File: config.mk
export PLATFORM = sky130hd
export DESIGN_NAME = tmp_meas_sched_flat
export DESIGN_NICKNAME = d
export VERILOG_FILES = /design/src/rtl/tmp_meas_pkg.sv /design/src/rtl/tmp_meas_sched_if.sv /design/src/rtl/tmp_edge_counter.sv /design/src/rtl/tmp_meas_sched.sv /design/src/flat_wrapper.sv
export SDC_FILE = /design/constraint.sdc
export NUM_CORES = 1
export LEC_CHECK = 0
export ABC_CLOCK_PERIOD_IN_PS = 4000
export CORE_ASPECT_RATIO = 1.25
export CORE_MARGIN = 2
export CORE_UTILIZATION = 58
export CTS_CLUSTER_SIZE = 10
export DETAILED_ROUTE_END_ITERATION = 8
export HOLD_SLACK_MARGIN = 0.05
export PLACE_DENSITY_LB_ADDON = 0.3
export REMOVE_ABC_BUFFERS = 1
export SYNTH_ARGS = -nofsm -noshare
export SYNTH_HDL_FRONTEND = slang
export SYNTH_HIERARCHICAL = 1
export SYNTH_SLANG_ARGS = --single-unit
File: constraint.sdc
create_clock -name clk -period 4 [get_ports clk]
set_input_delay 0.8 -clock clk [delete_from_list [all_inputs] [get_ports clk]]
set_output_delay 0.8 -clock clk [all_outputs]
set_load 0.05 [all_outputs]
File: src/rtl/tmp_meas_pkg.sv
// Shared types and default constants for the temperature-sensor measurement scheduler.
package tmp_meas_pkg;

    typedef enum logic [2:0] {
        IDLE,
        RSTHOLD,
        SETTLE,
        COUNT,
        DONE,
        WAIT
    } state_t;

    localparam int DEF_RST_CYC    = 4;
    localparam int DEF_SETTLE_CYC = 64;
    localparam int DEF_WINDOW     = 256;
    localparam int DEF_CW         = 9;
    localparam int DEF_LOG2_NAVG  = 2;
    localparam int DEF_PW         = 16;

    function automatic int max_int(input int a, input int b);
        return (a > b) ? a : b;
    endfunction

endpackage

File: src/rtl/tmp_meas_sched_if.sv
// Result handshake between the scheduler (master) and its consumer (slave).
interface tmp_meas_sched_if
    import tmp_meas_pkg::*;
#(
    parameter int CW = DEF_CW
) ();

    logic [CW-1:0] result_data;
    logic          result_valid;
    logic          result_ready;

    modport master (output result_data, output result_valid, input result_ready);
    modport slave  (input result_data, input result_valid, output result_ready);

endinterface

File: src/rtl/tmp_edge_counter.sv
// Counts toggles of the sensor sink line; saturating counter with synchronous clear.
module tmp_edge_counter
    import tmp_meas_pkg::*;
#(
    parameter int CW = DEF_CW
) (
    input  logic          clk,
    input  logic          reset,
    input  logic          i_snk,
    input  logic          i_en,
    input  logic          i_clr,
    output logic [CW-1:0] o_cnt_now
);

    logic          r_snk_q;
    logic [CW-1:0] r_cnt;
    logic          w_evt;
    logic          w_sat;

    // Edge history runs every cycle so a window never opens on a stale edge.
    assign w_evt     = i_snk ^ r_snk_q;
    assign w_sat     = &r_cnt;
    assign o_cnt_now = (i_en && w_evt && !w_sat) ? r_cnt + 1'b1 : r_cnt;

    // NOTE: non-blocking assignments keep every register sampling pre-edge values.
    always_ff @(posedge clk or posedge reset) begin
        if (reset) begin
            r_snk_q <= 1'b0;
            r_cnt   <= '0;
        end else begin
            r_snk_q <= i_snk;
            r_cnt   <= i_clr ? '0 : o_cnt_now;
        end
    end

endmodule

File: src/rtl/tmp_meas_sched.sv
// Measurement scheduler: resets and settles the sensor controller, counts snk
// toggles over 2^LOG2_NAVG windows and hands the averaged count to the consumer.
module tmp_meas_sched
    import tmp_meas_pkg::*;
#(
    parameter int RST_CYC    = DEF_RST_CYC,
    parameter int SETTLE_CYC = DEF_SETTLE_CYC,
    parameter int WINDOW     = DEF_WINDOW,
    parameter int CW         = DEF_CW,
    parameter int LOG2_NAVG  = DEF_LOG2_NAVG,
    parameter int PW         = DEF_PW
) (
    input  logic          clk,
    input  logic          reset,
    input  logic          start,
    input  logic          cont_en,
    input  logic [PW-1:0] period,
    input  logic          sens_snk,
    output logic          sens_rst,
    output logic          busy,
    output logic          err_nopulse,
    tmp_meas_sched_if.master res
);

    localparam int NAVG = 1 << LOG2_NAVG;
    localparam int AW   = CW + LOG2_NAVG;
    localparam int WIW  = LOG2_NAVG + 1;
    localparam int TW   = max_int(max_int($clog2(RST_CYC + 1), $clog2(SETTLE_CYC + 1)),
                                  max_int($clog2(WINDOW + 1), PW));

    state_t          r_state;
    logic [TW-1:0]   r_cnt;
    logic [WIW-1:0]  r_win;
    logic [AW-1:0]   r_acc;
    logic [CW-1:0]   r_data;
    logic            r_valid;
    logic            r_sens_rst;
    logic            r_busy;
    logic            r_err;

    logic            w_count_en;
    logic            w_win_last;
    logic [CW-1:0]   w_evt_cnt;
    logic [AW-1:0]   w_acc_sum;

    assign w_count_en = (r_state == COUNT);
    assign w_win_last = w_count_en && (r_cnt == TW'(WINDOW - 1));
    // The window total already includes an event landing on the last cycle.
    assign w_acc_sum  = r_acc + AW'(w_evt_cnt);

    tmp_edge_counter #(.CW(CW)) u_edge (
        .clk       (clk),
        .reset     (reset),
        .i_snk     (sens_snk),
        .i_en      (w_count_en),
        .i_clr     (w_win_last),
        .o_cnt_now (w_evt_cnt)
    );

    always_ff @(posedge clk or posedge reset) begin
        if (reset) begin
            r_state    <= IDLE;
            r_cnt      <= '0;
            r_win      <= '0;
            r_acc      <= '0;
            r_data     <= '0;
            r_valid    <= 1'b0;
            r_sens_rst <= 1'b1;
            r_busy     <= 1'b0;
            r_err      <= 1'b0;
        end else begin
            case (r_state)
                IDLE: begin
                    if (start || cont_en) begin
                        r_state <= RSTHOLD;
                        r_busy  <= 1'b1;
                        r_cnt   <= '0;
                        r_win   <= '0;
                        r_acc   <= '0;
                        r_err   <= 1'b0;
                    end
                end
                RSTHOLD: begin
                    if (r_cnt == TW'(RST_CYC - 1)) begin
                        r_state    <= SETTLE;
                        r_cnt      <= '0;
                        r_sens_rst <= 1'b0;
                    end else begin
                        r_cnt <= r_cnt + 1'b1;
                    end
                end
                SETTLE: begin
                    if (r_cnt == TW'(SETTLE_CYC - 1)) begin
                        r_state <= COUNT;
                        r_cnt   <= '0;
                    end else begin
                        r_cnt <= r_cnt + 1'b1;
                    end
                end
                COUNT: begin
                    if (w_win_last) begin
                        r_cnt <= '0;
                        r_acc <= w_acc_sum;
                        r_win <= r_win + 1'b1;
                        if (w_evt_cnt == '0) r_err <= 1'b1;
                        if (r_win == WIW'(NAVG - 1)) begin
                            r_state    <= DONE;
                            r_data     <= CW'(w_acc_sum >> LOG2_NAVG);
                            r_valid    <= 1'b1;
                            r_sens_rst <= 1'b1;
                        end
                    end else begin
                        r_cnt <= r_cnt + 1'b1;
                    end
                end
                DONE: begin
                    if (res.result_ready) begin
                        r_valid <= 1'b0;
                        r_cnt   <= '0;
                        if (cont_en) begin
                            r_state <= WAIT;
                        end else begin
                            r_state <= IDLE;
                            r_busy  <= 1'b0;
                        end
                    end
                end
                WAIT: begin
                    // Dropping cont_en wins over an expiring period.
                    if (!cont_en) begin
                        r_state <= IDLE;
                        r_busy  <= 1'b0;
                    end else if (r_cnt == TW'(period)) begin
                        r_state <= RSTHOLD;
                        r_cnt   <= '0;
                        r_win   <= '0;
                        r_acc   <= '0;
                        r_err   <= 1'b0;
                    end else begin
                        r_cnt <= r_cnt + 1'b1;
                    end
                end
                default: r_state <= IDLE;
            endcase
        end
    end

    assign sens_rst         = r_sens_rst;
    assign busy             = r_busy;
    assign err_nopulse      = r_err;
    assign res.result_data  = r_data;
    assign res.result_valid = r_valid;

endmodule

File: src/flat_wrapper.sv
// flat-port wrapper written by rule: the top's interface ports become plain ports
module tmp_meas_sched_flat import tmp_meas_pkg::*;
#(
    parameter int RST_CYC    = DEF_RST_CYC,
    parameter int SETTLE_CYC = DEF_SETTLE_CYC,
    parameter int WINDOW     = DEF_WINDOW,
    parameter int CW         = DEF_CW,
    parameter int LOG2_NAVG  = DEF_LOG2_NAVG,
    parameter int PW         = DEF_PW
)
  (clk, reset, start, cont_en, period, sens_snk, sens_rst, busy, err_nopulse, res_result_data, res_result_valid, res_result_ready);
  tmp_meas_sched_if #(.CW(CW)) res_i ();
  input  logic clk;
  input  logic reset;
  input  logic start;
  input  logic cont_en;
  input  logic [PW-1:0] period;
  input  logic sens_snk;
  output logic sens_rst;
  output logic busy;
  output logic err_nopulse;
  output wire logic [$bits(res_i.result_data)-1:0] res_result_data;
  output wire logic [$bits(res_i.result_valid)-1:0] res_result_valid;
  input wire logic [$bits(res_i.result_ready)-1:0] res_result_ready;
  assign res_result_data = res_i.result_data;
  assign res_result_valid = res_i.result_valid;
  assign res_i.result_ready = res_result_ready;
  tmp_meas_sched #(.RST_CYC(RST_CYC), .SETTLE_CYC(SETTLE_CYC), .WINDOW(WINDOW), .CW(CW), .LOG2_NAVG(LOG2_NAVG), .PW(PW)) u_core (.clk(clk), .reset(reset), .start(start), .cont_en(cont_en), .period(period), .sens_snk(sens_snk), .sens_rst(sens_rst), .busy(busy), .err_nopulse(err_nopulse), .res(res_i));
endmodule
==> results of run 1 <==
==> state kept, by name, indices dropped and copies added, names as in the netlist, 3 cells and up <==
name,count
u_core/r_cnt,16
u_core/u_edge/r_cnt,9
u_core/r_acc,11
u_core/r_win,3
u_core/res.result_data,9
u_core/r_state,3
==> power breakdown <==
| group | leakage (nW) | switching, W | internal (W) |
|---|---|---|---|
| clock network | 0.0455 | 0.000173 | 0.000142 |
| registers | 0.676 | 0.0000221 | 0.000584 |
| logic | 1.12 | 0.0000958 | 0.0000729 |
| total | 1.84 | 0.000291 | 0.000798 |
==> per-layer routing <==
layer | share of wire [%] | vias up
met5 | 0 | -
met4 | 4.5 | 0
met3 | 3.5 | 27
met2 | 51 | 94
met1 | 40 | 1432
li1 | - | 1494
==> critical path, cell delays in order, from the launching register on <==
cell	delay, ps
dfrtp_1	430
ha_1	260
nand3_1	110
nor2_1	50
ha_1	180
nand2b_1	290
o21ai_0	290
nand2_1	110
ha_1	230
fa_1	430
a211oi_1	340
o211ai_1	160
and3_1	200
o21a_1	210
xnor2_1	160
o21ai_0	100
==> cell families (layout without fill, tap and decap cells) <==
family / after synthesis / in the layout / synth area share, %
compound gates: 98 / 98 / 17.0
xor+xnor: 38 / 38 / 9.55
fa+ha+maj: 15 / 15 / 5.48
buf+inv: 26 / 57 / 3.30
flops: 56 / 56 / 39.4
mux: 7 / 7 / 2.18
simple gates: 163 / 163 / 23.1
==> layout make-up <==
type / instances / share of cell area [%]
repair buffers: 42 / 9.85
multi-input cells: 321 / 50.3
well taps: 82 / 2.52
inverters: 7 / 0.646
flip-flops and latches: 56 / 34.5
clock buffers: 8 / 2.22
==> cell usage in the layout (no fill, tap or decap), types with 3 or more instances in the layout <==
cell type / n
a21o_1: 3
a21oi_1: 26
inv_1: 6
o211ai_1: 7
o21bai_1: 3
nor4_2: 3
nand4_1: 7
and3_1: 6
nand2_1: 62
nor4_1: 9
nand3_1: 12
nor3_1: 11
o22ai_1: 4
and2_1: 5
nand2b_1: 3
mux2_2: 6
nor2_1: 25
buf_4: 8
ha_1: 14
o21ai_0: 31
xor2_1: 32
clkdlybuf4s50_1: 34
xnor2_1: 5
clkbuf_8: 6
nor2b_1: 10
o31ai_1: 8
dfrtp_1: 55
==> through the flow <==
stage / power (W) / hold slack (ps) / setup slack (ps) / instances
after floorplan: 0.000723 / 449 / 647 / 384
after global placement: 0.000776 / 459 / 228 / 508
after detailed placement: 0.000783 / 469 / 142 / 508
after CTS: 0.00110 / 491 / 350 / 516
after global routing: 0.00115 / 516 / 17.5 / 516
final: 0.00109 / 481 / 335 / 516
==> worst max-delay path by stage <==
stage	from	cells past startpoint	endpoint
global route	u_core/u_edge/r_cnt[0]$_DFF_PP0_	15	u_core/res.result_data[8]$_DFFE_PP0P_
detailed placement	sens_snk	12	u_core/res.result_data[8]$_DFFE_PP0P_
finish	u_core/u_edge/r_cnt[0]$_DFF_PP0_	15	u_core/res.result_data[8]$_DFFE_PP0P_
CTS	u_core/u_edge/r_cnt[0]$_DFF_PP0_	15	u_core/res.result_data[8]$_DFFE_PP0P_
floorplan	u_core/r_state[2]$_DFFE_PP0P_	14	u_core/res.result_data[8]$_DFFE_PP0P_
global placement	sens_snk	12	u_core/res.result_data[8]$_DFFE_PP0P_
==> flow_summary.html, run 1 <==
<table>
<tr><th>Metric</th><th>Value</th></tr>
<tr><th colspan="2">Detailed routing</th></tr>
<tr><td>Wirelength per Cell</td><td>14.9 microns</td></tr>
<tr><td>Detailed-route DRC error count</td><td>0</td></tr>
<tr><td>Routed wire length</td><td>7710 microns</td></tr>
<tr><td>Total vias in the final route</td><td>3047</td></tr>
<tr><td>DRT iter0 DRCs</td><td>132</td></tr>
<tr><td>Number of nets with antenna violations after routing</td><td>0</td></tr>
<tr><td>Number of vias per cell after detailed routing</td><td>5.91</td></tr>
<tr><td>Pre-Repair DR Iteration Count</td><td>5</td></tr>
<tr><th colspan="2">Global route</th></tr>
<tr><td>GR Util met3</td><td>3.74%</td></tr>
<tr><td>Met1 track demand over resource</td><td>28.6%</td></tr>
<tr><td>Global-route total usage across every layer</td><td>24.8%</td></tr>
<tr><td>First-pass GRT wire length</td><td>13300 microns</td></tr>
<tr><td>Number of global-route vias before repair</td><td>2982</td></tr>
<tr><td>Busiest layer in global routing</td><td>met2</td></tr>
<tr><td>Antenna violations before repair</td><td>0</td></tr>
<tr><td>Met2 global-route usage</td><td>42.6%</td></tr>
<tr><td>Residual overflow from global routing</td><td>0</td></tr>
<tr><td>Largest net degree at the start of global routing</td><td>47</td></tr>
<tr><th colspan="2">Setup path</th></tr>
<tr><td>Type of destination of the critical path</td><td>flip-flop</td></tr>
<tr><td>WP data required</td><td>4170 ps</td></tr>
<tr><td>Destination of the worst register-to-register timing path</td><td>u_core/res.result_data[8]$_DFFE_PP0P_</td></tr>
<tr><td>Endpoint arrival time on the critical path</td><td>3840 ps</td></tr>
<tr><td>Worst-path maximum fanout</td><td>9</td></tr>
<tr><td>Worst-case reg-to-reg path depth</td><td>15</td></tr>
<tr><td>CP Class</td><td>reg2reg</td></tr>
<tr><td>Reg-to-reg setup timing slack</td><td>330 ps</td></tr>
<tr><td>Startpoint of the worst-slack reg-to-reg timing path</td><td>u_core/u_edge/r_cnt[0]$_DFF_PP0_</td></tr>
<tr><td>Startpoint class of the critical path</td><td>flip-flop</td></tr>
<tr><th colspan="2">Outcome</th></tr>
<tr><td>Outcome</td><td>finished clean</td></tr>
<tr><th colspan="2">Die</th></tr>
<tr><td>Height of the chip</td><td>91.6 microns</td></tr>
<tr><td>Die area</td><td>0.00679 sq mm</td></tr>
<tr><td>Starting Density</td><td>60.8%</td></tr>
<tr><td>Number of placement rows</td><td>31</td></tr>
<tr><td>Num ports</td><td>35</td></tr>
<tr><td>CORE AREA</td><td>0.00586 sq mm</td></tr>
<tr><td>Die width</td><td>74.1 microns</td></tr>
<tr><th colspan="2">Clock network</th></tr>
<tr><td>Clock transition at the registers of the reported paths</td><td>90 ps</td></tr>
<tr><td>CTS H-Tree Depth</td><td>2</td></tr>
<tr><td>Maximum root-to-sink buffer count</td><td>2</td></tr>
<tr><td>Clock latency of the later-clocked register in the worst-skew pair</td><td>300 ps</td></tr>
<tr><td>Root buffer selected by CTS</td><td>clkbuf_8</td></tr>
<tr><td>Number of setup buffers added after CTS</td><td>0</td></tr>
<tr><td>Quantity of gates resized following cts</td><td>0</td></tr>
<tr><td>Number of clock sinks seen by CTS</td><td>56</td></tr>
<tr><td>TritonCTS buffer count</td><td>5</td></tr>
<tr><td>CTS hold repair buffers</td><td>0</td></tr>
<tr><td>Clock tree from TritonCTS</td><td>yes</td></tr>
<tr><th colspan="2">Placed design</th></tr>
<tr><td>Final HPWL from detailed placement</td><td>5720 microns</td></tr>
<tr><td>RD Place Congestion</td><td>0.909</td></tr>
<tr><td>Buffers on Ports</td><td>34</td></tr>
<tr><td>Area after DPL</td><td>0.00398 sq mm</td></tr>
<tr><th colspan="2">STA</th></tr>
<tr><td>Largest clock skew in the final design</td><td>5.09 ps</td></tr>
<tr><td>Transition time at the pin with the least slew margin</td><td>1050 ps</td></tr>
<tr><td>Crit share post-route</td><td>91.6%</td></tr>
<tr><td>Count of final max-slew check failures</td><td>0</td></tr>
<tr><td>Final total negative setup slack</td><td>0 ps</td></tr>
<tr><td>Maximum frequency from static timing analysis</td><td>273 MHz</td></tr>
<tr><td>Unrepaired setup endpoints after global routing</td><td>false</td></tr>
<tr><td>Setup violation total in the final timing report</td><td>0</td></tr>
<tr><td>Final hold violation count</td><td>0</td></tr>
<tr><td>Post-layout minimum cycle time</td><td>3670 ps</td></tr>
<tr><td>Max transition margin</td><td>29.3%</td></tr>
<tr><th colspan="2">Cells and area</th></tr>
<tr><td>Post-layout instance area</td><td>0.00407 sq mm</td></tr>
<tr><td>Share of the core filled with cells in the final layout</td><td>69.4%</td></tr>
<tr><td>Multi-input gate area</td><td>0.00204 sq mm</td></tr>
<tr><td>Number of nets in the final layout</td><td>470</td></tr>
<tr><td>Area added between synthesis and finish</td><td>14.1%</td></tr>
<tr><td>FF/Latch Area</td><td>0.00140 sq mm</td></tr>
<tr><td>Share of post-route cells with drive strength above 1</td><td>7.14%</td></tr>
<tr><td>Count of inserted antenna diode cells</td><td>0</td></tr>
<tr><td>Fill count</td><td>462</td></tr>
<tr><th colspan="2">Synth</th></tr>
<tr><td>Number of synthesized register bits</td><td>56</td></tr>
<tr><td>Leading post-synthesis cells by cell area</td><td>dfrtp_1 39%, xor2_1 7.9%, nand2_1 6.5%, ha_1 4.9%, o21ai_0 4.4%</td></tr>
<tr><td>Library cell occupying the most area in the post-synthesis netlist</td><td>dfrtp_1</td></tr>
<tr><td>Cell with the most instances after synthesis</td><td>nand2_1</td></tr>
<tr><td>Post-Synthesis Cells</td><td>403</td></tr>
<tr><td>Portion of the post-synthesis area used by sequential elements</td><td>39.4%</td></tr>
<tr><td>Post-synth EDFFs</td><td>0</td></tr>
<tr><td>Ys Warns</td><td>6</td></tr>
<tr><td>Async set-reset flop share out of synthesis</td><td>100%</td></tr>
<tr><td>Area share of the largest cell type after synthesis</td><td>38.6%</td></tr>
<tr><td>Top cells by count, synth</td><td>62 x nand2_1, 55 x dfrtp_1, 32 x xor2_1</td></tr>
<tr><td>Synthesized area per cell</td><td>8.84 sq um</td></tr>
<tr><td>Synth unique cells</td><td>52</td></tr>
<tr><td>Post-Synthesis Cell Area</td><td>0.00356 sq mm</td></tr>
<tr><td>Primary flip-flop cell chosen by synthesis mapping</td><td>dfrtp_1</td></tr>
<tr><th colspan="2">Power</th></tr>
<tr><td>Leakage power of the design</td><td>1.84 nW</td></tr>
<tr><td>Power per standard cell area</td><td>268 mW/mm^2</td></tr>
<tr><td>Max VDD drop</td><td>0.150 mV</td></tr>
<tr><th colspan="2">Hold path</th></tr>
<tr><td>Hold path cells</td><td>2</td></tr>
<tr><td>Hold Path End</td><td>u_core/res.result_data[3]$_DFFE_PP0P_</td></tr>
<tr><td>Worst hold path type</td><td>reg2reg</td></tr>
<tr><td>Launch point of the worst hold path</td><td>u_core/res.result_data[3]$_DFFE_PP0P_</td></tr>
<tr><th colspan="2">Flow run</th></tr>
<tr><td>Number of max-cap violations</td><td>0</td></tr>
</table>
No activity file was read; power rests on OpenSTA's default activity.
==> inputs of run 2 (changes only) <==
--- a/config.mk
+++ b/config.mk
@@ -16,5 +16,4 @@
 export REMOVE_ABC_BUFFERS = 1
 export SYNTH_ARGS = -nofsm -noshare
 export SYNTH_HDL_FRONTEND = slang
-export SYNTH_HIERARCHICAL = 1
 export SYNTH_SLANG_ARGS = --single-unit
==> constraint.sdc (replaced) <==
create_clock -name clk -period 4 [get_ports clk]
set_input_delay 0.8 -clock clk [delete_from_list [all_inputs] [get_ports clk]]
set_output_delay 0.8 -clock clk [all_outputs]
set_load 0.02 [all_outputs]
==> flow_summary.html, run 2 <==
<table>
<tr><th>Metric</th><th>Value</th></tr>
<tr><th colspan="2">Detailed routing</th></tr>
<tr><td>Routed wire length</td><td>7890 microns (+2.3%)</td></tr>
<tr><td>Number of vias per cell after detailed routing</td><td>6.07 (+2.8%)</td></tr>
<tr><td>Number of nets with antenna violations after routing</td><td>0 (unchanged)</td></tr>
<tr><td>Wirelength per Cell</td><td>15.6 microns (+4.7%)</td></tr>
<tr><td>Pre-Repair DR Iteration Count</td><td>5 (unchanged)</td></tr>
<tr><td>Total vias in the final route</td><td>3059 (+0.39%)</td></tr>
<tr><td>Detailed-route DRC error count</td><td>0 (unchanged)</td></tr>
<tr><td>DRT iter0 DRCs</td><td>131 (-0.76%)</td></tr>
<tr><th colspan="2">Power</th></tr>
<tr><td>Overall power consumption</td><td>0.00173 W (+59%)</td></tr>
<tr><td>Share of power burned in registers</td><td>42.1% (-14 points)</td></tr>
<tr><td>Max VDD drop</td><td>0.189 mV (+26%)</td></tr>
<tr><td>Relative contribution of combinational cells to total power</td><td>39.9% (+24 points)</td></tr>
<tr><td>Part of the total power dissipated in the clock network</td><td>18.0% (-11 points)</td></tr>
<tr><td>Switching share of power</td><td>40.7% (+14 points)</td></tr>
<tr><td>Power per standard cell area</td><td>424 mW/mm^2 (+58%)</td></tr>
<tr><td>Cell internal power dissipation</td><td>0.00103 W (+29%)</td></tr>
<tr><td>P_sw</td><td>0.000705 W (+140%)</td></tr>
<tr><td>Leakage power of the design</td><td>1.82 nW (-0.86%)</td></tr>
<tr><th colspan="2">Cells and area</th></tr>
<tr><td>Fill count</td><td>500 (+8.2%)</td></tr>
<tr><td>Most frequent cells in the layout</td><td>55 x dfrtp_1, 42 x nand2_1, 34 x clkdlybuf4s50_1</td></tr>
<tr><td>Biggest regs</td><td>u_core.r_cnt x16, u_core.r_acc x11</td></tr>
<tr><td>Count of inserted antenna diode cells</td><td>0 (unchanged)</td></tr>
<tr><td>Share of the core filled with cells in the final layout</td><td>67.1% (-2.3 points)</td></tr>
<tr><td>Share of post-route cells with drive strength above 1</td><td>8.83% (+1.7 points)</td></tr>
<tr><td>Number of flip-flops in the largest register</td><td>16 (unchanged)</td></tr>
<tr><td>Number of nets in the final layout</td><td>455 (-3.2%)</td></tr>
<tr><td>Most common cell after layout, fill and taps aside</td><td>dfrtp_1</td></tr>
<tr><td>Register with the most flip-flops</td><td>u_core.r_cnt</td></tr>
<tr><td>Area added between synthesis and finish</td><td>14.0%</td></tr>
<tr><th colspan="2">Setup path</th></tr>
<tr><td>WP data required</td><td>4240 ps (+70 ps)</td></tr>
<tr><td>CP Buf/Inv Count</td><td>1 (+1)</td></tr>
<tr><td>Gate family responsible for the most delay along the worst path</td><td>simple AND/OR/NAND/NOR gates</td></tr>
<tr><td>Worst-path maximum fanout</td><td>7 (-2)</td></tr>
<tr><td>Cell Chain, Critical Path</td><td>ha_1 -&gt; nand3_1 -&gt; nor2_1 -&gt; ha_1 -&gt; nand4bb_1 -&gt; or2_4 -&gt; xnor2_2 -&gt; ha_1 -&gt; inv_1 -&gt; fa_1 -&gt; nor2b_1 -&gt; o31a_1 -&gt; o211a_1 -&gt; o21ai_1 -&gt; or2_2 -&gt; mux2i_1</td></tr>
<tr><td>Type of destination of the critical path</td><td>flip-flop</td></tr>
<tr><td>Startpoint class of the critical path</td><td>flip-flop</td></tr>
<tr><td>Critical path's most frequent cell</td><td>ha_1</td></tr>
<tr><td>Endpoint arrival time on the critical path</td><td>3880 ps (+40 ps)</td></tr>
<tr><td>CP Class</td><td>reg2reg</td></tr>
<tr><td>Peak per-stage delay on the critical path</td><td>470 ps (+40 ps)</td></tr>
<tr><td>Cell with the largest stage delay on the worst path</td><td>dfrtp_1</td></tr>
<tr><th colspan="2">Synth</th></tr>
<tr><td>Synthesized area per cell</td><td>9.19 sq um (+4.0%)</td></tr>
<tr><td>Async set-reset flop share out of synthesis</td><td>100% (unchanged)</td></tr>
<tr><td>Portion of the post-synthesis area used by sequential elements</td><td>39.1% (-0.23 points)</td></tr>
<tr><td>Synth unique cells</td><td>58 (+12%)</td></tr>
<tr><td>Post-synth EDFFs</td><td>0 (unchanged)</td></tr>
<tr><td>Post-Synthesis Cell Area</td><td>0.00358 sq mm (+0.60%)</td></tr>
<tr><td>Number of synthesized register bits</td><td>56 (unchanged)</td></tr>
<tr><td>Primary flip-flop cell chosen by synthesis mapping</td><td>dfrtp_1</td></tr>
<tr><td>Leading post-synthesis cells by cell area</td><td>dfrtp_1 38%, xor2_1 5.4%, ha_1 4.9%, nand2_1 4.4%, o21ai_0 3.1%</td></tr>
<tr><td>Library cell occupying the most area in the post-synthesis netlist</td><td>dfrtp_1</td></tr>
<tr><td>Ys Warns</td><td>0 (-6)</td></tr>
<tr><td>Cell with the most instances after synthesis</td><td>dfrtp_1</td></tr>
<tr><td>Top cells by count, synth</td><td>55 x dfrtp_1, 42 x nand2_1, 25 x nor2_1</td></tr>
<tr><td>Post-Synthesis Cells</td><td>390 (-3.2%)</td></tr>
<tr><td>Area share of the largest cell type after synthesis</td><td>38.4% (-0.23 points)</td></tr>
<tr><th colspan="2">Clock network</th></tr>
<tr><td>Clock latency of the later-clocked register in the worst-skew pair</td><td>310 ps (about the same)</td></tr>
<tr><td>CTS H-Tree Depth</td><td>2 (unchanged)</td></tr>
<tr><td>Maximum root-to-sink buffer count</td><td>2 (unchanged)</td></tr>
<tr><td>TritonCTS buffer count</td><td>5 (unchanged)</td></tr>
<tr><td>Number of clock sinks seen by CTS</td><td>56 (unchanged)</td></tr>
<tr><td>Clock transition at the registers of the reported paths</td><td>100 ps (about the same)</td></tr>
<tr><td>Clock tree from TritonCTS</td><td>yes</td></tr>
<tr><td>Number of setup buffers added after CTS</td><td>0 (unchanged)</td></tr>
<tr><td>Root buffer selected by CTS</td><td>clkbuf_8</td></tr>
<tr><th colspan="2">STA</th></tr>
<tr><td>Final worst hold slack</td><td>496 ps (+15.2 ps)</td></tr>
<tr><td>Count of final max-slew check failures</td><td>0 (unchanged)</td></tr>
<tr><td>Post-layout minimum cycle time</td><td>3650 ps (-17.9 ps)</td></tr>
<tr><td>Final hold violation count</td><td>0 (unchanged)</td></tr>
<tr><td>Maximum frequency from static timing analysis</td><td>274 MHz (+0.49%)</td></tr>
<tr><td>Setup violation total in the final timing report</td><td>0 (unchanged)</td></tr>
<tr><td>Max transition margin</td><td>50.6% (+21 points)</td></tr>
<tr><td>Unrepaired setup endpoints after global routing</td><td>false</td></tr>
<tr><td>Transition time at the pin with the least slew margin</td><td>740 ps (-314 ps)</td></tr>
<tr><td>Largest clock skew in the final design</td><td>9.37 ps (+4.27 ps)</td></tr>
<tr><td>Crit share post-route</td><td>91.2% (-0.45 points)</td></tr>
<tr><td>Final total negative setup slack</td><td>0 ps (unchanged)</td></tr>
<tr><th colspan="2">Outcome</th></tr>
<tr><td>Outcome</td><td>finished clean</td></tr>
<tr><th colspan="2">Global route</th></tr>
<tr><td>Largest net degree at the start of global routing</td><td>35 (-26%)</td></tr>
<tr><td>First-pass GRT wire length</td><td>13500 microns (+1.7%)</td></tr>
<tr><td>Number of global-route vias before repair</td><td>3078 (+3.2%)</td></tr>
<tr><td>Residual overflow from global routing</td><td>0 (unchanged)</td></tr>
<tr><td>Global-route total usage across every layer</td><td>25.3% (+0.53 points)</td></tr>
<tr><td>Antenna violations before repair</td><td>0 (unchanged)</td></tr>
<tr><th colspan="2">Die</th></tr>
<tr><td>Number of placement rows</td><td>32 (+3.2%)</td></tr>
<tr><td>Starting Density</td><td>58.9% (-1.9 points)</td></tr>
<tr><td>Num ports</td><td>35 (unchanged)</td></tr>
<tr><td>Height of the chip</td><td>91.9 microns (+0.28%)</td></tr>
<tr><td>Die area</td><td>0.00683 sq mm (+0.57%)</td></tr>
<tr><td>Die width</td><td>74.3 microns (+0.28%)</td></tr>
<tr><td>CORE AREA</td><td>0.00609 sq mm (+3.9%)</td></tr>
<tr><th colspan="2">Placed design</th></tr>
<tr><td>Buffers on Ports</td><td>34 (unchanged)</td></tr>
<tr><td>RD Place Congestion</td><td>0.872 (-4.0%)</td></tr>
<tr><td>Final HPWL from detailed placement</td><td>5900 microns (+3.2%)</td></tr>
<tr><th colspan="2">Hold path</th></tr>
<tr><td>Worst hold path type</td><td>reg2reg</td></tr>
<tr><th colspan="2">Flow run</th></tr>
<tr><td>Number of max-cap violations</td><td>0 (unchanged)</td></tr>
</table>
-- run 2: cell count changes in the layout (fill, tap and decap cells not counted), sizes merged, moves of 7 or more --
cell / change
a21oi: -14
nand2: -21
o31ai: -7
xor2: -10
a22o: +8
-- run 2: cell families (layout without fill, tap and decap cells) --
kind of cell / count (synthesis) / count (layout) / share of synthesized area (%)
mux: 12 / 12 / 3.60
buf+inv: 30 / 59 / 3.63
flops: 56 / 56 / 39.1
xor+xnor: 33 / 33 / 8.06
simple gates: 152 / 152 / 22.4
compound gates: 92 / 92 / 17.8
fa+ha+maj: 15 / 15 / 5.45
-- run 2: power groups by stage --
stage	clock network (W)	registers, W	logic, W
4_1_cts	0.000321	0.000724	0.000686
2_1_floorplan	0	0.000718	0.000482
6_report	0.000312	0.000728	0.000691
3_3_place_gp	0	0.000734	0.000661
3_5_place_dp	0	0.000735	0.000680
5_1_grt	0.000349	0.000739	0.000766
-- run 2: area by class of cell --
| cell class | count | area (sq um) | area share, % |
|---|---|---|---|
| sequential | 56 | 1400 | 34.3 |
| multi-input combinational | 304 | 2060 | 50.5 |
| clock buffer | 5 | 68.8 | 1.68 |
| timing repair buffer | 40 | 385 | 9.43 |
| inverter | 11 | 41.3 | 1.01 |
| tap | 85 | 106 | 2.60 |
| clock inverter | 3 | 18.8 | 0.459 |
-- run 2: through the flow --
step / area [sq um] / setup WS [ps] / std cells
CTS: 4080 / 161 / 504
finish: 4090 / 352 / 504
floorplan: 3500 / 545 / 371
global route: 4090 / 45.2 / 504
global placement: 3990 / 216 / 496
detailed placement: 3990 / 111 / 496
-- run 2: metal layers --
metal	global-route usage [%]	up-vias	wire length, microns
met5	0	-	0
met4	14.6	0	345
met3	4.51	26	305
met2	43.3	89	4130
met1	28.7	1481	3110
li1	-	1463	-
-- run 2: worst register-to-register path, stage by stage (launching register included) --
cell and delay [ps]:
dfrtp_1 470, ha_1 290, nand3_1 80, nor2_1 50, ha_1 190, nand4bb_1 270
or2_4 340, xnor2_2 180, ha_1 210, inv_1 60, fa_1 390, nor2b_1 150
o31a_1 210, o211a_1 170, o21ai_1 90, or2_2 290, mux2i_1 140
-- run 2: path summary, 6_finish.rpt --
path	from	end	slack (ps)	depth (start not counted)
worst max-delay path	u_core.u_edge.r_cnt[0]$_DFF_PP0_	u_core.r_acc[10]$_DFFE_PP0P_	350	16
worst min-delay path	u_core.r_win[2]$_DFFE_PP0P_	u_core.r_win[2]$_DFFE_PP0P_	500	2
worst max register to register	u_core.u_edge.r_cnt[0]$_DFF_PP0_	u_core.r_acc[10]$_DFFE_PP0P_	350	16
worst min register to register	u_core.r_win[2]$_DFFE_PP0P_	u_core.r_win[2]$_DFFE_PP0P_	500	2
max in group asynchronous	reset	u_core.u_edge.r_cnt[5]$_DFF_PP0_	2310	3
min in group asynchronous	reset	u_core.r_cnt[0]$_DFFE_PP0P_	920	2
-- run 2: what timing repair did --
action | CTS | global route
gates resized for setup | 0 | 3
endpoints found under the setup margin | 0 | 4
hold buffers | 0 | 0
==> inputs of run 3 (changes only) <==
--- a/config.mk
+++ b/config.mk
@@ -6,8 +6,8 @@
 export NUM_CORES = 1
 export LEC_CHECK = 0
 export ABC_CLOCK_PERIOD_IN_PS = 4000
-export CORE_ASPECT_RATIO = 1.25
-export CORE_MARGIN = 2
+export CORE_ASPECT_RATIO = 0.75
+export CORE_MARGIN = 5
 export CORE_UTILIZATION = 58
 export CTS_CLUSTER_SIZE = 10
 export DETAILED_ROUTE_END_ITERATION = 8
==> flow_summary.html, run 3 (synthesized netlist as in run 2, its figures left out) <==
<table>
<tr><th>Metric</th><th>Value</th></tr>
<tr><th colspan="2">Power</th></tr>
<tr><td>P_sw</td><td>0.000704 W (-0.12%)</td></tr>
<tr><td>Relative contribution of combinational cells to total power</td><td>37.9% (-2.0 points)</td></tr>
<tr><td>Part of the total power dissipated in the clock network</td><td>22.2% (+4.2 points)</td></tr>
<tr><td>Leakage power of the design</td><td>1.86 nW (+1.8%)</td></tr>
<tr><td>Max VDD drop</td><td>0.200 mV (+5.8%)</td></tr>
<tr><td>Power per standard cell area</td><td>442 mW/mm^2 (+4.3%)</td></tr>
<tr><td>Share of power burned in registers</td><td>39.9% (-2.2 points)</td></tr>
<tr><td>Switching share of power</td><td>38.4% (-2.2 points)</td></tr>
<tr><td>Cell internal power dissipation</td><td>0.00113 W (+9.7%)</td></tr>
<tr><td>Overall power consumption</td><td>0.00183 W (+5.7%)</td></tr>
<tr><th colspan="2">Setup path</th></tr>
<tr><td>Worst-path maximum fanout</td><td>7 (unchanged)</td></tr>
<tr><td>Type of destination of the critical path</td><td>flip-flop</td></tr>
<tr><td>WP data required</td><td>4220 ps (-20 ps)</td></tr>
<tr><td>Startpoint class of the critical path</td><td>flip-flop</td></tr>
<tr><td>Endpoint arrival time on the critical path</td><td>3950 ps (+70 ps)</td></tr>
<tr><td>CP Class</td><td>reg2reg</td></tr>
<tr><th colspan="2">Detailed routing</th></tr>
<tr><td>Detailed-route DRC error count</td><td>0 (unchanged)</td></tr>
<tr><td>Total vias in the final route</td><td>3005 (-1.8%)</td></tr>
<tr><td>Number of nets with antenna violations after routing</td><td>0 (unchanged)</td></tr>
<tr><td>Routed wire length</td><td>8060 microns (+2.2%)</td></tr>
<tr><td>Pre-Repair DR Iteration Count</td><td>5 (unchanged)</td></tr>
<tr><td>Number of vias per cell after detailed routing</td><td>6.01 (-0.98%)</td></tr>
<tr><td>Wirelength per Cell</td><td>16.1 microns (+3.0%)</td></tr>
<tr><td>DRT iter0 DRCs</td><td>212 (+62%)</td></tr>
<tr><th colspan="2">Placed design</th></tr>
<tr><td>Area after DPL</td><td>0.00399 sq mm (about the same)</td></tr>
<tr><td>Placement Setup Slack</td><td>128 ps (+17.2 ps)</td></tr>
<tr><td>Final HPWL from detailed placement</td><td>5820 microns (-1.3%)</td></tr>
<tr><td>RD Place Congestion</td><td>0.901 (+3.3%)</td></tr>
<tr><td>Buffers on Ports</td><td>34 (unchanged)</td></tr>
<tr><td>Placed Cells incl. Taps</td><td>490 (-1.2%)</td></tr>
<tr><th colspan="2">Global route</th></tr>
<tr><td>Antenna violations before repair</td><td>0 (unchanged)</td></tr>
<tr><td>Number of global-route vias before repair</td><td>2855 (-7.2%)</td></tr>
<tr><td>Residual overflow from global routing</td><td>0 (unchanged)</td></tr>
<tr><td>First-pass GRT wire length</td><td>13900 microns (+2.6%)</td></tr>
<tr><td>Global-route total usage across every layer</td><td>21.5% (-3.8 points)</td></tr>
<tr><td>Largest net degree at the start of global routing</td><td>37 (+5.7%)</td></tr>
<tr><th colspan="2">Cells and area</th></tr>
<tr><td>Number of cells in the finished layout apart from fillers</td><td>500 (-0.79%)</td></tr>
<tr><td>Number of flip-flops in the largest register</td><td>16 (unchanged)</td></tr>
<tr><td>Biggest regs</td><td>u_core.r_cnt x16, u_core.r_acc x11</td></tr>
<tr><td>Most frequent cells in the layout</td><td>54 x dfrtp_1, 42 x nand2_1, 34 x clkdlybuf4s50_1</td></tr>
<tr><td>Area added between synthesis and finish</td><td>15.5%</td></tr>
<tr><td>Post-layout instance area</td><td>0.00414 sq mm (+1.3%)</td></tr>
<tr><td>Count of inserted antenna diode cells</td><td>0 (unchanged)</td></tr>
<tr><td>Most common cell after layout, fill and taps aside</td><td>dfrtp_1</td></tr>
<tr><td>Number of nets in the final layout</td><td>458 (+0.66%)</td></tr>
<tr><td>Register with the most flip-flops</td><td>u_core.r_cnt</td></tr>
<tr><td>Share of post-route cells with drive strength above 1</td><td>9.72% (+0.89 points)</td></tr>
<tr><th colspan="2">Clock network</th></tr>
<tr><td>TritonCTS buffer count</td><td>5 (unchanged)</td></tr>
<tr><td>Number of clock sinks seen by CTS</td><td>56 (unchanged)</td></tr>
<tr><td>Maximum root-to-sink buffer count</td><td>2 (unchanged)</td></tr>
<tr><td>Root buffer selected by CTS</td><td>clkbuf_8</td></tr>
<tr><td>Clock transition at the registers of the reported paths</td><td>100 ps (about the same)</td></tr>
<tr><td>Clock latency of the later-clocked register in the worst-skew pair</td><td>300 ps (about the same)</td></tr>
<tr><td>Clock tree from TritonCTS</td><td>yes</td></tr>
<tr><td>CTS H-Tree Depth</td><td>2 (unchanged)</td></tr>
<tr><td>CTS hold repair buffers</td><td>0 (unchanged)</td></tr>
<tr><th colspan="2">Die</th></tr>
<tr><td>Height of the chip</td><td>78.1 microns (-15%)</td></tr>
<tr><td>CORE AREA</td><td>0.00592 sq mm (-2.8%)</td></tr>
<tr><td>Die width</td><td>101 microns (+36%)</td></tr>
<tr><td>Starting Density</td><td>60.6% (+1.7 points)</td></tr>
<tr><td>Num ports</td><td>35 (unchanged)</td></tr>
<tr><td>Die area</td><td>0.00787 sq mm (+15%)</td></tr>
<tr><td>Number of placement rows</td><td>24 (-25%)</td></tr>
<tr><th colspan="2">STA</th></tr>
<tr><td>Crit share post-route</td><td>93.0% (+1.8 points)</td></tr>
<tr><td>Final hold violation count</td><td>0 (unchanged)</td></tr>
<tr><td>Unrepaired setup endpoints after global routing</td><td>false</td></tr>
<tr><td>Final total negative setup slack</td><td>0 ps (unchanged)</td></tr>
<tr><td>PnR worst setup slack</td><td>279 ps (-73.7 ps)</td></tr>
<tr><td>Transition time at the pin with the least slew margin</td><td>752 ps (+12.0 ps)</td></tr>
<tr><td>Post-layout minimum cycle time</td><td>3720 ps (+73.7 ps)</td></tr>
<tr><td>Maximum frequency from static timing analysis</td><td>269 MHz (-2.0%)</td></tr>
<tr><td>Max transition margin</td><td>49.8% (-0.73 points)</td></tr>
<tr><td>Setup violation total in the final timing report</td><td>0 (unchanged)</td></tr>
<tr><td>Largest clock skew in the final design</td><td>6.68 ps (-2.68 ps)</td></tr>
<tr><td>Count of final max-slew check failures</td><td>0 (unchanged)</td></tr>
<tr><th colspan="2">Outcome</th></tr>
<tr><td>Outcome</td><td>finished clean</td></tr>
<tr><th colspan="2">Hold path</th></tr>
<tr><td>Worst hold path type</td><td>reg2reg</td></tr>
<tr><th colspan="2">Flow run</th></tr>
<tr><td>Number of max-cap violations</td><td>0 (unchanged)</td></tr>
</table>
==> run 3: worst paths after layout <==
kind / start / endpoint / slack, ps / cells past startpoint
setup / recovery: u_core.u_edge.r_cnt[0]$_DFF_PP0_ / u_core.r_acc[10]$_DFFE_PP0P_ / 280 / 16
hold / removal: u_core.r_win[0]$_DFFE_PP0P_ / u_core.r_win[0]$_DFFE_PP0P_ / 510 / 1
setup reg to reg: u_core.u_edge.r_cnt[0]$_DFF_PP0_ / u_core.r_acc[10]$_DFFE_PP0P_ / 280 / 16
hold reg to reg: u_core.r_win[0]$_DFFE_PP0P_ / u_core.r_win[0]$_DFFE_PP0P_ / 510 / 1
max in group asynchronous: reset / u_core.u_edge.r_cnt[0]$_DFF_PP0_ / 2350 / 3
min in group asynchronous: reset / u_core.r_cnt[14]$_DFFE_PP0P_ / 810 / 2
==> run 3: repair_timing <==
item,CTS,global route
setup endpoints to repair,0,2
resized for setup,0,3
setup buffers,0,2
==> run 3: layout make-up <==
type                       instances  area [sq um]
sequential                        56          1400
clock buffer                       7          96.3
timing repair buffer              43           408
inverter                          11          41.3
clock inverter                     1          30.0
tap                               78          97.6
fill                             443          1780
multi-input combinational        304          2060
==> run 3: per-stage QoR <==
stage / util [%] / hold slack, ps
floorplan: - / 450
global placement: 67.4 / 465
detailed placement: 67.4 / 480
CTS: 69.5 / 507
global route: 70.0 / 541
finish: 70.0 / 506
==> run 3: critical path: stages, from the launching register on <==
cell       delay [ps]
dfrtp_2           470
ha_1              280
nand3_1            90
nor2_1             50
ha_1              160
nand4bb_1         250
or2_4             330
nor3_1            260
xor2_1            190
buf_4             160
ha_1              270
a21oi_1           190
nand2_1           100
o211a_1           220
o21ai_0           280
a21oi_1           160
mux2i_1           180
==> run 3: power by group through the flow <==
stage               Combinational, W  Clock, W  Sequential (W)
floorplan                   0.000482         0        0.000718
global placement            0.000649         0        0.000732
detailed placement          0.000671         0        0.000734
CTS                         0.000679  0.000412        0.000724
global route                0.000768  0.000437        0.000741
finish                      0.000694  0.000406        0.000731
==> run 3: routing by layer <==
| metal | global-route usage (%) | up-vias | part of all wire (%) |
|---|---|---|---|
| met5 | 0 | - | 0 |
| met4 | 3.50 | 0 | 0.77 |
| met3 | 4.61 | 8 | 7.0 |
| met2 | 30.2 | 114 | 42 |
| met1 | 34.5 | 1421 | 50 |
| li1 | - | 1462 | - |
